File: config.mk
export PLATFORM = sky130hd
export DESIGN_NAME = fetch_prefetch_buffer
export DESIGN_NICKNAME = d
export VERILOG_FILES = /design/src/rtl/fetch_prefetch_buffer.sv
export SDC_FILE = /design/constraint.sdc
export NUM_CORES = 1
export LEC_CHECK = 0
export CAP_MARGIN = 40
export CORE_ASPECT_RATIO = 1.1
export CORE_MARGIN = 1.5
export CORE_UTILIZATION = 57
export CTS_CLUSTER_SIZE = 14
export DETAILED_ROUTE_END_ITERATION = 10
export HOLD_SLACK_MARGIN = 0.06
export PLACE_DENSITY = 0.86
export REMOVE_ABC_BUFFERS = 1
export SETUP_SLACK_MARGIN = 0.15
export SLEW_MARGIN = 20
export SYNTH_ARGS = -nofsm -noshare
export SYNTH_HDL_FRONTEND = slang
export SYNTH_SLANG_ARGS = --single-unit
File: constraint.sdc
create_clock -name Clk -period 3.36 [get_ports Clk]
set_input_delay 0.672 -clock Clk [delete_from_list [all_inputs] [get_ports Clk]]
set_output_delay 0.672 -clock Clk [all_outputs]
set_load 0.02 [all_outputs]
File: src/rtl/fetch_prefetch_buffer.sv
// Instruction-fetch front end with an in-order prefetch FIFO.
// Issues word fetches, buffers responses with PC+4, and flushes on redirect.
//
// Ports:
//   Clk, Reset       clock (rising) and async active-low reset
//   Stall            decode busy, hold the head entry
//   Redirect/PC      taken branch/jump: flush and refetch from RedirectPC
//   IMemReq/Addr/Gnt request handshake to the instruction memory
//   IMemRValid/RData in-order read responses
//   IFIDValid/...    head of FIFO presented to the IF/ID register
//   Count            FIFO occupancy, 0..DEPTH
module fetch_prefetch_buffer #(
  parameter int          DEPTH    = 4,
  parameter logic [31:0] RESET_PC = 32'h0000_0000
) (
  input  logic                     Clk,
  input  logic                     Reset,
  input  logic                     Stall,
  input  logic                     Redirect,
  input  logic [31:0]              RedirectPC,
  output logic                     IMemReq,
  output logic [31:0]              IMemAddr,
  input  logic                     IMemGnt,
  input  logic                     IMemRValid,
  input  logic [31:0]              IMemRData,
  output logic                     IFIDValid,
  output logic [31:0]              IFIDInstruction,
  output logic [31:0]              IFIDPCPlus4,
  output logic [$clog2(DEPTH):0]   Count
);

  localparam int PW = $clog2(DEPTH);
  localparam int CW = PW + 1;

  typedef enum logic [1:0] {
    IDLE,
    RUN,
    FLUSH
  } state_t;

  state_t        state;
  logic [31:0]   fetchPC;
  logic [CW-1:0] outstanding;
  logic [CW-1:0] discard;
  logic [CW-1:0] count;
  logic [PW-1:0] rdPtr;
  logic [PW-1:0] wrPtr;
  logic [PW-1:0] pcRdPtr;
  logic [PW-1:0] pcWrPtr;

  logic [31:0] instrMem [DEPTH];
  logic [31:0] pcp4Mem  [DEPTH];
  logic [31:0] pcMem    [DEPTH];

  logic          credit;
  logic          grant;
  logic          drop;
  logic          push;
  logic          pop;
  logic [CW-1:0] redirDiscard;
  logic [31:0]   alignedPC;

  // Buffered plus in-flight words may never exceed the FIFO size,
  // so every response is guaranteed a free slot.
  assign credit = ({1'b0, count} + {1'b0, outstanding})
                < (CW+1)'(DEPTH);

  assign IMemReq  = (state == RUN) && credit && !Redirect;
  assign IMemAddr = fetchPC;
  assign grant    = IMemReq && IMemGnt;

  assign drop = IMemRValid && (discard != '0);
  assign push = IMemRValid && (discard == '0) && !Redirect;
  assign pop  = IFIDValid && !Stall && !Redirect;

  // Everything still in flight after this cycle belongs to the old path.
  assign redirDiscard = outstanding + CW'(grant) - CW'(IMemRValid);
  assign alignedPC    = RedirectPC & 32'hFFFF_FFFC;

  assign IFIDValid       = (count != '0);
  assign IFIDInstruction = IFIDValid ? instrMem[rdPtr] : '0;
  assign IFIDPCPlus4     = IFIDValid ? pcp4Mem[rdPtr] : '0;
  assign Count           = count;

  always_ff @(posedge Clk or negedge Reset) begin
    if (!Reset) begin
      state       <= IDLE;
      fetchPC     <= RESET_PC;
      outstanding <= '0;
      discard     <= '0;
      count       <= '0;
      rdPtr       <= '0;
      wrPtr       <= '0;
    end else if (Redirect) begin
      fetchPC     <= alignedPC;
      outstanding <= redirDiscard;
      discard     <= redirDiscard;
      count       <= '0;
      rdPtr       <= '0;
      wrPtr       <= '0;
      state       <= (redirDiscard != '0) ? FLUSH : RUN;
    end else begin
      unique case (state)
        IDLE: state <= RUN;
        RUN, FLUSH: begin
          if (grant)
            fetchPC <= fetchPC + 32'd4;
          outstanding <= outstanding + CW'(grant)
                       - CW'(IMemRValid);
          if (drop)
            discard <= discard - 1'b1;
          if (state == FLUSH && drop && discard == CW'(1))
            state <= RUN;
          if (push)
            wrPtr <= wrPtr + 1'b1;
          if (pop)
            rdPtr <= rdPtr + 1'b1;
          count <= count + CW'(push) - CW'(pop);
        end
      endcase
    end
  end

  // Granted addresses, retired one per response (kept or dropped).
  always_ff @(posedge Clk or negedge Reset) begin
    if (!Reset) begin
      pcRdPtr <= '0;
      pcWrPtr <= '0;
    end else begin
      if (grant)
        pcWrPtr <= pcWrPtr + 1'b1;
      if (IMemRValid)
        pcRdPtr <= pcRdPtr + 1'b1;
    end
  end

  always_ff @(posedge Clk) begin
    if (grant)
      pcMem[pcWrPtr] <= fetchPC;
    if (push) begin
      instrMem[wrPtr] <= IMemRData;
      pcp4Mem[wrPtr]  <= pcMem[pcRdPtr] + 32'd4;
    end
  end

endmodule

==> impl_results.md <==
- Status: finished, final reports clean
- H-tree Lvls: 2
- Cell count of the worst reg-to-reg path: 12
- DR iter-0 viols: about 800
- Gate Count Post-Synth: between 900 and 1,000
- Crit path launch type: flop
- Synth unique cells: 60
- Clock buffer depth: 3
- Fin util: 0.697
- Worst slack, placed: around 0.13 ns
- Top FF cell, synth: edfxtp_1
- Min Tclk post-route: 3.15 ns
- Initial antenna violation count: 0
- Leakage power: 7.66 nW
- TritonCTS clock tree: yes
- Post-Route Setup TNS: 0 ns
- Residual DRC count: 0
- Hold Buf Count CTS: 0
- Final WS setup: 0.210 ns
- Maximum vdd drop: roughly 470 uV
- Via count: ~9,400
- Layout cell share with drive strength beyond 1: 0.165
- Comb pwr share: 0.274
- Width of the chip: about 170 um
- Row count: 67
- Flop pwr share: 0.438
- Total track usage: 0.219
- Area growth syn-to-layout: 21.0%
- GPL Wtd Cong: between 0.8 and 0.9
- Remaining Overflow, GRT: 0
- Fmax: between 300 and 400 MHz
- R2R Setup Slk: between 0.4 and 0.5 ns
- Power share of the clock group: 0.288
- Synth Area per Inst: roughly 18 um2
- Pwr dens: ~700 nW/um2
- Req. time, crit path: ~2.7 ns
- Setup violators final: 0
- Drt wl/cell: approximately 21 um
- Hold WC Path Type: primary input to async pin
- Switching part of the total: 0.293
- Sequential area share after synthesis: 0.702
- Total core area: about 30,000 um2
- Ranking of synthesized cells by area: edfxtp_1 63%, mux4_2 10%, dfrtp_1 7.0%
- Initial DRT Pass Iterations: 5
- Clock skew: between 0.01 and 0.015 ns
- EDFF count, synth: about 370
- First-pass GRT wire length: approximately 53 mm
- Final hold slack: about 0.25 ns
- Vias in the first global route: slightly below 10,000
- Antenna Nets Post-Route: 0
- CP Data Arrival Time: 2.48 ns
- CP endpoint kind: output port
- Pint: between 10 and 15 mW
- Unrepaired setup endpoints after global routing: false
- Fill count: 1,957
- Chip height: about 190 um
- Vias/cell: 5.80
- Hpwl dp: roughly 21 mm
- Actual slew at the worst max-slew pin: approximately 0.72 ns
- RR Startpoint: Count[2]
- Slew headroom: 0.519
- CP Class: flop to output port
- Worst-path maximum fanout: 18
- Most frequent cells in the layout: 368 x edfxtp_1, 115 x clkdlybuf4s50_1, 79 x mux4_2
- Synth top area share: 0.632
- Hold Vio Cnt, Final: 0
- Sink Count: roughly 420
- DIE AREA: 31,700 um2
- Area leader, netlist: edfxtp_1
- CP startpoint: rdPtr[0]
- # IOs: between 150 and 200
- Root buf cell: clkbuf_16
- Sw Pwr: between 4 and 5 mW
- Clock-pin slew on the worst setup and hold paths: about 0.06 ns
- Synth warn: 0
- Ant. Diodes: 0
- PortBufs: roughly 160
- Period utilization: 0.938
- Asr flop ratio synth: 0.118
- Max Cap Viol: 0
- Reg-to-Reg End: state[1]
- Nets: roughly 1,300
- Clock latency at the later pin of the worst-skew pair: 0.52 ns
- Initial Util: 0.576
- Worst setup path endpoint: IFIDPCPlus4[20]
- Post-synthesis instance area: between 15,000 and 20,000 um2
- Synth Register Bits: 417
- Routed wire length: 33.9 mm
- Largest net degree at the start of global routing: between 60 and 70
- Num CTS Buffers: 41
- Max Slew Vio Count: 0
- Commonest non-fill, non-tap cell in the layout: edfxtp_1
registers in the layout (all words and copies together), names as in the netlist, 3 cells and up:
register,cells
Count,3
IMemAddr,30
instrMem,128
pcMem,120
pcp4Mem,120
outstanding,3
discard,3
cells in the mapped netlist, drive strengths merged (5+ instances only):
master and count:
xnor2 42, xor2 8, inv 24, nand4 17
a31oi 5, and2 14, nor2b 65, or4 5
a221o 5, nand2 44, clkbuf 30, and3 14
edfxtp 368, nor2 19, buf 19, nor3 11
mux4 91, nand3 24, o21ai 31, mux2i 7
ha 21, a21oi 5, nor4 16, dfrtp 49
layout make-up:
type / count / area (um2) / area share
Clock inverter: 22 / 173 / 0.00816
Timing Repair Buffer: 207 / 2140 / 0.101
Inverter: 24 / 90.1 / 0.00426
Clock buffer: 50 / 1070 / 0.0506
Multi-Input combinational cell: 491 / 4880 / 0.231
Tap cell: 414 / 518 / 0.0245
Sequential cell: 417 / 12300 / 0.581
cells by family (layout without fill, tap and decap cells):
group,after synthesis,after routing,share of synthesized area
flip-flops,417,417,0.702
AND/OR/NAND/NOR,249,249,0.0860
multiplexers,101,101,0.126
buffers and inverters,73,303,0.0198
AO/OA/AOI/OAI,64,64,0.0233
XOR/XNOR,50,50,0.0251
adder cells (fa/ha/maj),23,23,0.0173
other,1,4,0.000215
worst min-delay path by stage:
stage	end	cells after the start	slack, ns
after floorplan	Count[0]	0	0.38
after global placement	state[0]	1	0.51
after detailed placement	outstanding[2]	1	0.51
after CTS	outstanding[0]	2	0.28
after global routing	discard[0]	2	0.32
final	pcWrPtr[0]	2	0.25
critical path, cell delays in order, from the launching register on:
cell and delay [ns]:
dfrtp_4 0.55, buf_12 0.21, mux4_2 0.50, nor2b_1 0.14, clkdlybuf4s50_1 0.56
power by group through the flow:
| stage | clock, mW | sequential [mW] | combinational (mW) |
|---|---|---|---|
| floorplan | 0 | 6.76 | 2.45 |
| global placement | 0 | 6.59 | 4.01 |
| detailed placement | 0 | 6.62 | 4.12 |
| CTS | 4.34 | 6.51 | 4.15 |
| global route | 4.55 | 6.55 | 4.43 |
| finish | 4.29 | 6.51 | 4.08 |
through the flow:
stage / power (mW) / cell area (um2) / cells
2_1_floorplan: 9.21 / 17200 / 932
3_3_place_gp: 10.6 / 19800 / 1542
3_5_place_dp: 10.7 / 19800 / 1543
4_1_cts: 15.0 / 21000 / 1619
5_1_grt: 15.5 / 21200 / 1625
6_report: 14.9 / 21200 / 1625
metal layers:
layer	global-route usage	routed length [um]	part of all wire
met1	0.285	13700	0.40
met5	0	0	0
met4	0.0684	827	0.024
met3	0.0365	1850	0.054
met2	0.380	17500	0.52
timing repair:
item                                    CTS  global route
hold endpoints to repair                  0             0
setup buffers                             4             6
resized for setup                        13            35
endpoints found under the setup margin   52            46
Note: power is estimated with default switching activity, not from simulation.
